**config.mk**
```make
export PLATFORM = sky130hd
export DESIGN_NAME = fwd_hazard_unit
export DESIGN_NICKNAME = d
export VERILOG_FILES = /design/src/rtl/fwd_hazard_unit.sv
export SDC_FILE = /design/constraint.sdc
export NUM_CORES = 1
export LEC_CHECK = 0
export ABC_AREA = 1
export CAP_MARGIN = 5
export CORE_MARGIN = 4
export CORE_UTILIZATION = 40
export CTS_CLUSTER_DIAMETER = 30
export DETAILED_ROUTE_END_ITERATION = 8
export SYNTH_ARGS = -nofsm -noshare
export SYNTH_HDL_FRONTEND = slang
export SYNTH_SLANG_ARGS = --single-unit
```
**constraint.sdc**
```tcl
create_clock -name clk -period 7.8 [get_ports clk]
set_clock_uncertainty 0.15 [all_clocks]
set_input_delay 1.17 -clock clk [delete_from_list [all_inputs] [get_ports clk]]
set_output_delay 1.17 -clock clk [all_outputs]
set_load 0.1 [all_outputs]
```
**src/rtl/fwd_hazard_unit.sv**
```systemverilog
// Forwarding / interlock control for a D/E/M/W pipeline, driven by a small
// scoreboard of per-stage destination, readiness and source-use metadata.
module fwd_hazard_unit #(
    parameter int unsigned AW      = 5,
    parameter int unsigned MUL_LAT = 4,
    parameter int unsigned DIV_LAT = 8,
    parameter int unsigned CW      = 4
) (
    input  logic          clk,
    input  logic          rst_n,
    input  logic          d_valid,
    input  logic [AW-1:0] d_rs,
    input  logic [AW-1:0] d_rt,
    input  logic [1:0]    d_rs_tuse,
    input  logic [1:0]    d_rt_tuse,
    input  logic          d_wr,
    input  logic [AW-1:0] d_wa,
    input  logic [1:0]    d_rdy,
    input  logic          d_md_start,
    input  logic          d_md_div,
    input  logic          d_md_read,
    output logic          stall,
    output logic [1:0]    fwd_rs_d,
    output logic [1:0]    fwd_rt_d,
    output logic [1:0]    fwd_rs_e,
    output logic [1:0]    fwd_rt_e,
    output logic          fwd_rt_m,
    output logic          md_busy
);

    typedef struct packed {
        logic          valid;
        logic          wr;
        logic [AW-1:0] wa;
        logic [1:0]    rdy;
    } prod_t;

    // Later stages keep only the fields something downstream still reads.
    prod_t         r_e_p, r_m_p, r_w_p;
    logic [AW-1:0] r_e_rs, r_e_rt, r_m_rt;
    logic [1:0]    r_e_rs_tuse, r_e_rt_tuse, r_m_rt_tuse;
    logic          r_e_md_start, r_e_md_div;
    logic [CW-1:0] r_md_cnt;

    logic       w_rs_stall, w_rt_stall, w_md_stall, w_issue;
    logic [2:0] w_rs_d, w_rt_d;

    function automatic logic hit(input prod_t p, input logic [AW-1:0] src);
        return p.valid && p.wr && (p.wa == src) && (src != '0);
    endfunction

    function automatic logic [1:0] tnew(input logic [1:0] rdy, input logic [1:0] pos);
        return (rdy > pos) ? (rdy - pos) : 2'd0;
    endfunction

    // Returns {stall, select} for one D-stage source.
    function automatic logic [2:0] d_src(input logic [AW-1:0] src, input logic [1:0] tuse,
                                         input prod_t e, input prod_t m, input prod_t w);
        logic       found;
        logic [1:0] tn, code;
        found = 1'b1;
        tn    = 2'd0;
        code  = 2'd0;
        if (hit(e, src)) begin
            tn   = tnew(e.rdy, 2'd0);
            code = 2'd1;
        end else if (hit(m, src)) begin
            tn   = tnew(m.rdy, 2'd1);
            code = 2'd2;
        end else if (hit(w, src)) begin
            tn   = tnew(w.rdy, 2'd2);
            code = 2'd3;
        end else begin
            found = 1'b0;
        end
        return {found && (tuse != 2'd3) && (tn > tuse), (found && tn == 2'd0) ? code : 2'd0};
    endfunction

    function automatic logic [1:0] e_src(input logic valid, input logic [AW-1:0] src,
                                         input logic [1:0] tuse, input prod_t m, input prod_t w);
        if (!valid || tuse == 2'd3) return 2'd0;
        if (hit(m, src))            return 2'd1;
        if (hit(w, src))            return 2'd2;
        return 2'd0;
    endfunction

    always_comb begin
        w_rs_d     = d_src(d_rs, d_rs_tuse, r_e_p, r_m_p, r_w_p);
        w_rt_d     = d_src(d_rt, d_rt_tuse, r_e_p, r_m_p, r_w_p);
        w_rs_stall = d_valid && w_rs_d[2];
        w_rt_stall = d_valid && w_rt_d[2];
        w_md_stall = d_valid && (d_md_read || d_md_start) &&
                     ((r_md_cnt != '0) || (r_e_p.valid && r_e_md_start));
        stall      = w_rs_stall || w_rt_stall || w_md_stall;
        w_issue    = d_valid && !stall;
        fwd_rs_d   = d_valid ? w_rs_d[1:0] : 2'd0;
        fwd_rt_d   = d_valid ? w_rt_d[1:0] : 2'd0;
        fwd_rs_e   = e_src(r_e_p.valid, r_e_rs, r_e_rs_tuse, r_m_p, r_w_p);
        fwd_rt_e   = e_src(r_e_p.valid, r_e_rt, r_e_rt_tuse, r_m_p, r_w_p);
        fwd_rt_m   = r_m_p.valid && (r_m_rt_tuse == 2'd2) && hit(r_w_p, r_m_rt);
        md_busy    = (r_md_cnt != '0);
    end

    always_ff @(posedge clk or negedge rst_n) begin
        if (!rst_n) begin
            r_e_p        <= '0;
            r_m_p        <= '0;
            r_w_p        <= '0;
            r_e_rs       <= '0;
            r_e_rt       <= '0;
            r_m_rt       <= '0;
            r_e_rs_tuse  <= '0;
            r_e_rt_tuse  <= '0;
            r_m_rt_tuse  <= '0;
            r_e_md_start <= 1'b0;
            r_e_md_div   <= 1'b0;
        end else begin
            r_w_p        <= r_m_p;
            r_m_p        <= r_e_p;
            r_m_rt       <= r_e_rt;
            r_m_rt_tuse  <= r_e_rt_tuse;
            r_e_p        <= w_issue ? '{valid: 1'b1, wr: d_wr, wa: d_wa, rdy: d_rdy} : '0;
            r_e_rs       <= w_issue ? d_rs : '0;
            r_e_rt       <= w_issue ? d_rt : '0;
            r_e_rs_tuse  <= w_issue ? d_rs_tuse : 2'd3;
            r_e_rt_tuse  <= w_issue ? d_rt_tuse : 2'd3;
            r_e_md_start <= w_issue && d_md_start;
            r_e_md_div   <= w_issue && d_md_div;
        end
    end

    // Counter loads as the mult/div leaves E, so E occupancy and busy never overlap.
    always_ff @(posedge clk or negedge rst_n) begin
        if (!rst_n) begin
            r_md_cnt <= '0;
        end else if (r_e_p.valid && r_e_md_start) begin
            r_md_cnt <= r_e_md_div ? CW'(DIV_LAT) : CW'(MUL_LAT);
        end else if (r_md_cnt != '0) begin
            r_md_cnt <= r_md_cnt - 1'b1;
        end
    end

endmodule

```
==> impl_metrics.env, run 1 <==
export IMPL_insertion_delay_ps=310
export IMPL_cts_resized=0
export IMPL_wl_met1_mm=3.40
export IMPL_postCtsHoldBufs=0
export IMPL_dieArea_mm2=0.00937
export IMPL_cp_max_fo=6
export IMPL_cts_sinks=54
export IMPL_grt_pass1_wl_mm=13.1
export IMPL_crit_slowest_cell="clkdlybuf4s50_1"
export IMPL_required_ps=6480
export IMPL_fin_crit_ps=6170
export IMPL_crit_family="buffers and inverters"
export IMPL_rsz0062_at_grt="no"
export IMPL_grt_use_total=0.170
export IMPL_multi_input_area_mm2=0.00151
export IMPL_power_density_mw_per_mm2=191
export IMPL_dr_max_layer_used="met4"
export IMPL_setup_tns_ps=0
export IMPL_critPathMaxStageDelay_ps=1140
export IMPL_cts_buffers=5
export IMPL_crit_buf_inv=4
export IMPL_chipHeight_um=96.8
export IMPL_antennaDiodeCount=0
export IMPL_layout_common_cells="118 x nand2_1, 55 x inv_1, 54 x dfrtp_1"
export IMPL_p_leak_nw=1.86
export IMPL_synth_async_reset_ratio=1.00
export IMPL_synthCells=406
export IMPL_layout_drive_gt1_share=0.132
export IMPL_hold_viol_final=0
export IMPL_crit_type="in2out"
export IMPL_cts_clk_slew_worst_paths_ps=90
export IMPL_relSlewSlack=0.348
export IMPL_met3_length_um=492
export IMPL_wl_per_cell_um=13.9
export IMPL_synth_enable_flop_cells=0
export IMPL_htreeDepth=2
export IMPL_syn_area_per_cell_um2=7.77
export IMPL_worst_pin_slew_ps=974
export IMPL_antenna_found_initial=0
export IMPL_synth_main_ff_cell="dfrtp_1"
export IMPL_cts_tree="built"
export IMPL_start_util=0.410
export IMPL_clockBufferDepth=2
export IMPL_wl_met2_mm=3.63
export IMPL_pin_count=39
export IMPL_syn_num_nets=440
export IMPL_arrival_ps=4850
export IMPL_syn_to_final_growth_pct=17.2
export IMPL_drc_errors=0
export IMPL_post_route_cell_area_mm2=0.00370
export IMPL_ys_types=35
export IMPL_regArea_mm2=0.00135
export IMPL_final_common_cell="nand2_1"
export IMPL_cap_violations=0
export IMPL_start_kind="input port"
export IMPL_finalMaxSlewViolations=0
export IMPL_hpwl_mm=6.10
export IMPL_ant_nets=0
export IMPL_grt_max_degree=55
export IMPL_rows=32
export IMPL_finalSetupViolCount=0
export IMPL_drt_iter0_drc=220
export IMPL_nets=482
export IMPL_yosys_warnings=0
export IMPL_wl_mm=7.66
export IMPL_gp_congestion=0.980
export IMPL_place_area_mm2=0.00362
export IMPL_first_pass_iters=4
export IMPL_post_cts_setup_buffer_count=0
export IMPL_status="completed"
export IMPL_port_buffers=38
export IMPL_via_count=2709
export IMPL_cp_common_cell="nand2_1"
export IMPL_synth_area_mm2=0.00316
export IMPL_die_width_um=96.8
export IMPL_timing_fmax_mhz=162
export IMPL_vdd_drop_max_mv=0.113
export IMPL_num_fill_cells=761
export IMPL_first_global_vias=2773
export IMPL_path_cells="clkdlybuf4s50_1 -> inv_1 -> nand2_1 -> nand2_1 -> nor2_1 -> nand2_1 -> nor2_1 -> nand2_1 -> nand2_1 -> inv_1 -> nand2_1 -> nand2_1 -> ha_1 -> a221oi_1 -> nand2_4 -> a21oi_1 -> clkdlybuf4s50_1"
export IMPL_vias_per_cell=4.93
export IMPL_ys_ff_latch=54
export IMPL_min_path_type="reg2reg"
export IMPL_seq_area_frac_synth=0.428
export IMPL_post_route_period_util=0.791
export IMPL_end_kind="output port"
export IMPL_cts_root_buf="clkbuf_8"
export IMPL_core_mm2=0.00769
export IMPL_grt_overflow_total=0
==> cells by family after synthesis <==
family	after synthesis	share of synthesized area
AO/OA/AOI/OAI	34	0.0682
XOR/XNOR	17	0.0472
adder cells (fa/ha/maj)	6	0.0238
buffers and inverters	71	0.0948
flip-flops	54	0.428
AND/OR/NAND/NOR	224	0.338
==> per-stage QoR <==
step | power, W | setup WS, ps | util | hold WS, ps | cells
finish | 0.000708 | 1630 | 0.481 | 231 | 550
floorplan | 0.000502 | 2310 | - | 204 | 406
CTS | 0.000715 | 1640 | 0.481 | 234 | 550
global route | 0.000756 | 1390 | 0.481 | 236 | 550
detailed placement | 0.000566 | 1630 | 0.471 | 213 | 543
global placement | 0.000563 | 1640 | 0.471 | 210 | 543
==> sequential cells by signal, indices dropped and copies added (netlist names) <==
register and count:
r_e_rt_tuse 2, r_m_rt_tuse 2, r_e_rs 5, r_e_md_start 1, r_m_rt 5, r_m_p 9
r_e_rs_tuse 2, r_w_p 9, r_e_p 9, r_e_rt 5, r_md_cnt 4, r_e_md_div 1
==> final cells by class <==
class / count / share of cell area
sequential: 54 / 0.365
multi-input combinational: 281 / 0.407
inverter: 67 / 0.0680
timing repair buffer: 39 / 0.104
tap: 102 / 0.0345
clock inverter: 2 / 0.00271
clock buffer: 5 / 0.0186
==> synth_stat cells (all sizes together) (2+ instances only) <==
master / count / share of area
xor2: 10 / 0.028
nand2: 124 / 0.16
xnor2: 7 / 0.019
inv: 67 / 0.080
buf: 4 / 0.015
dfrtp: 54 / 0.43
a211oi: 2 / 0.0048
o21ai: 5 / 0.0079
a221oi: 4 / 0.011
a21oi: 15 / 0.025
nand3: 17 / 0.034
ha: 6 / 0.024
o22ai: 3 / 0.0059
nor4: 3 / 0.0059
nand4: 14 / 0.033
nor2: 60 / 0.10
nor3: 5 / 0.0079
==> path summary, 6_finish.rpt <==
check,slack [ps],endpoint,depth (start not counted),startpoint
hold reg to reg,230,r_m_rt_tuse[0]$_DFF_PN0_,0,r_e_rt_tuse[0]$_DFF_PN0_
min in group asynchronous,830,r_w_p[3]$_DFF_PN0_,2,rst_n
setup / recovery,1630,stall,17,d_rs[0]
setup reg to reg,4710,r_e_md_div$_DFF_PN0_,16,r_m_p[5]$_DFF_PN0_
hold / removal,230,r_m_rt_tuse[0]$_DFF_PN0_,0,r_e_rt_tuse[0]$_DFF_PN0_
max in group asynchronous,6220,r_e_md_div$_DFF_PN0_,2,rst_n
==> metal layers <==
metal,vias up,GRT usage
li1,1355,-
met1,1248,0.228
met4,0,0.0475
met2,91,0.282
met3,15,0.0288
met5,-,0
==> power by group <==
group	internal [W]	total (W)	leakage [nW]	switching [W]
clock	0.0000605	0.000149	0.0438	0.0000884
sequential	0.000317	0.000356	0.703	0.0000387
combinational	0.0000743	0.000203	1.11	0.000129
No activity file was read; power rests on OpenSTA's default activity.
==> run 2: changes to the inputs <==
==> constraint.sdc (replaced) <==
create_clock -name clk -period 5.3 [get_ports clk]
set_clock_uncertainty 0.15 [all_clocks]
set_input_delay 0.795 -clock clk [delete_from_list [all_inputs] [get_ports clk]]
set_output_delay 0.795 -clock clk [all_outputs]
set_load 0.1 [all_outputs]
==> impl_metrics.env, run 2 (same netlist as run 1, synthesis figures left out) <==
export IMPL_cts_root_buf="clkbuf_8"
export IMPL_whs_path_depth=0
export IMPL_r2r_end="r_e_rt[3]$_DFF_PN0_"
export IMPL_total_power_w=0.00104
export IMPL_port_buffers=38
export IMPL_cts_clk_slew_worst_paths_ps=80
export IMPL_wl_mm=7.62
export IMPL_multi_input_area_mm2=0.00151
export IMPL_nets=482
export IMPL_post_route_cell_area_mm2=0.00369
export IMPL_start_kind="input port"
export IMPL_cts_tree="built"
export IMPL_grt_overflow_total=0
export IMPL_via_count=2669
export IMPL_top_regs="r_e_p: 9 flops, r_m_p: 9 flops, r_w_p: 9 flops"
export IMPL_clockBufferDepth=2
export IMPL_num_fill_cells=817
export IMPL_cp_max_fo=6
export IMPL_r2r_start="r_m_p[5]$_DFF_PN0_"
export IMPL_fin_crit_ps=4590
export IMPL_min_path_type="reg2reg"
export IMPL_end_kind="output port"
export IMPL_cts_sinks=54
export IMPL_post_route_period_util=0.867
export IMPL_wl_per_cell_um=13.9
export IMPL_core_mm2=0.00769
export IMPL_grt_pass1_wl_mm=12.8
export IMPL_layout_drive_gt1_share=0.138
export IMPL_place_area_mm2=0.00362
export IMPL_antenna_found_initial=0
export IMPL_antennaDiodeCount=0
export IMPL_r2r_slack_ps=2210
export IMPL_finalMaxSlewViolations=0
export IMPL_regArea_mm2=0.00135
export IMPL_drc_errors=0
export IMPL_required_ps=4360
export IMPL_final_common_cell="nand2_1"
export IMPL_placed_cells=543
export IMPL_drt_iter0_drc=139
export IMPL_final_cells=550
export IMPL_post_cts_setup_buffer_count=0
export IMPL_cts_buffers=5
export IMPL_vias_per_cell=4.85
export IMPL_htreeDepth=2
export IMPL_status="completed"
export IMPL_rows=32
export IMPL_ant_nets=0
export IMPL_setup_tns_ps=0
export IMPL_syn_to_final_growth_pct=17.1
export IMPL_p_leak_nw=1.86
export IMPL_pin_count=39
export IMPL_first_global_vias=2645
export IMPL_chipHeight_um=96.8
export IMPL_start_util=0.410
export IMPL_hpwl_mm=6.07
export IMPL_dieArea_mm2=0.00937
export IMPL_gp_congestion=0.934
export IMPL_holdCritStartpoint="r_e_rt_tuse[0]$_DFF_PN0_"
export IMPL_min_to="r_m_rt_tuse[0]$_DFF_PN0_"
export IMPL_first_pass_iters=4
export IMPL_insertion_delay_ps=310
export IMPL_grt_max_degree=55
export IMPL_r2r_cells=16
export IMPL_worst_pin_slew_ps=976
export IMPL_grt_use_total=0.169
export IMPL_finalSetupViolCount=0
export IMPL_hold_viol_final=0
export IMPL_power_density_mw_per_mm2=282
export IMPL_arrival_ps=3650
export IMPL_layout_common_cells="118 x nand2_1, 55 x inv_1, 54 x dfrtp_1"
export IMPL_crit_type="in2out"
export IMPL_postCtsHoldBufs=0
export IMPL_vdd_drop_max_mv=0.209
export IMPL_relSlewSlack=0.347
export IMPL_cts_resized=0
export IMPL_cap_violations=0
export IMPL_die_width_um=96.8
export IMPL_rsz0062_at_grt="no"
export IMPL_timing_fmax_mhz=218
[run 2: cell types whose count changed in the layout (fill, tap and decap cells not counted), sizes merged]
cell           delta
buf               +5
clkdlybuf4s50     -5
clkbuf            +2
clkinv            -2
[run 2: report_power, final]
| part | internal (W) | switching (W) | total (W) |
|---|---|---|---|
| registers | 0.000467 | 0.0000579 | 0.000525 |
| clock network | 0.0000914 | 0.000126 | 0.000217 |
| logic | 0.000112 | 0.000188 | 0.000300 |
[run 2: area by class of cell]
class                           count  area share
Inverter                           67      0.0681
Clock buffer                        7      0.0207
Multi-Input combinational cell    281       0.407
Sequential cell                    54       0.366
Tap cell                          102      0.0345
Timing Repair Buffer               39       0.104
[run 2: stage by stage]
stage          setup slack, ps  hold slack, ps  utilization
6_report                   705             230        0.481
5_1_grt                    444             248        0.481
4_1_cts                    697             233        0.481
3_5_place_dp               711             214        0.471
3_3_place_gp               719             211        0.471
2_1_floorplan              563             204            -
[run 2: how the worst max path moves through the flow]
stage	startpoint	endpoint	slack, ps	depth (start not counted)
3_3_place_gp	d_rs[0]	stall	720	17
2_1_floorplan	d_rs[0]	stall	560	15
3_5_place_dp	d_rs[0]	stall	710	17
5_1_grt	d_rs[3]	stall	440	17
4_1_cts	d_rs[0]	stall	700	17
6_report	d_rs[0]	stall	710	17
[run 2: routing by layer]
layer | share of wire | track usage
met5 | 0 | 0
met2 | 0.47 | 0.275
met3 | 0.058 | 0.0310
met1 | 0.46 | 0.230
met4 | 0.011 | 0.0464
[run 2: critical path: stages]
cell,delay [ps]
clkdlybuf4s50_1,580
inv_1,140
nand2_1,80
nand2_1,50
nor2_1,110
nand2_1,60
nor2_1,220
nand2_1,80
nand2_1,60
inv_1,40
nand2_1,40
nand2_1,60
ha_1,270
a221oi_1,430
nand2_4,130
a21oi_1,260
buf_12,210
==> run 3: changes to the inputs <==
--- a/config.mk
+++ b/config.mk
@@ -14,3 +14,4 @@
 export SYNTH_ARGS = -nofsm -noshare
 export SYNTH_HDL_FRONTEND = slang
 export SYNTH_SLANG_ARGS = --single-unit
+export TNS_END_PERCENT = 5
==> results of run 3 <==
Final layout, timing and power as in run 2 (identical DEF).
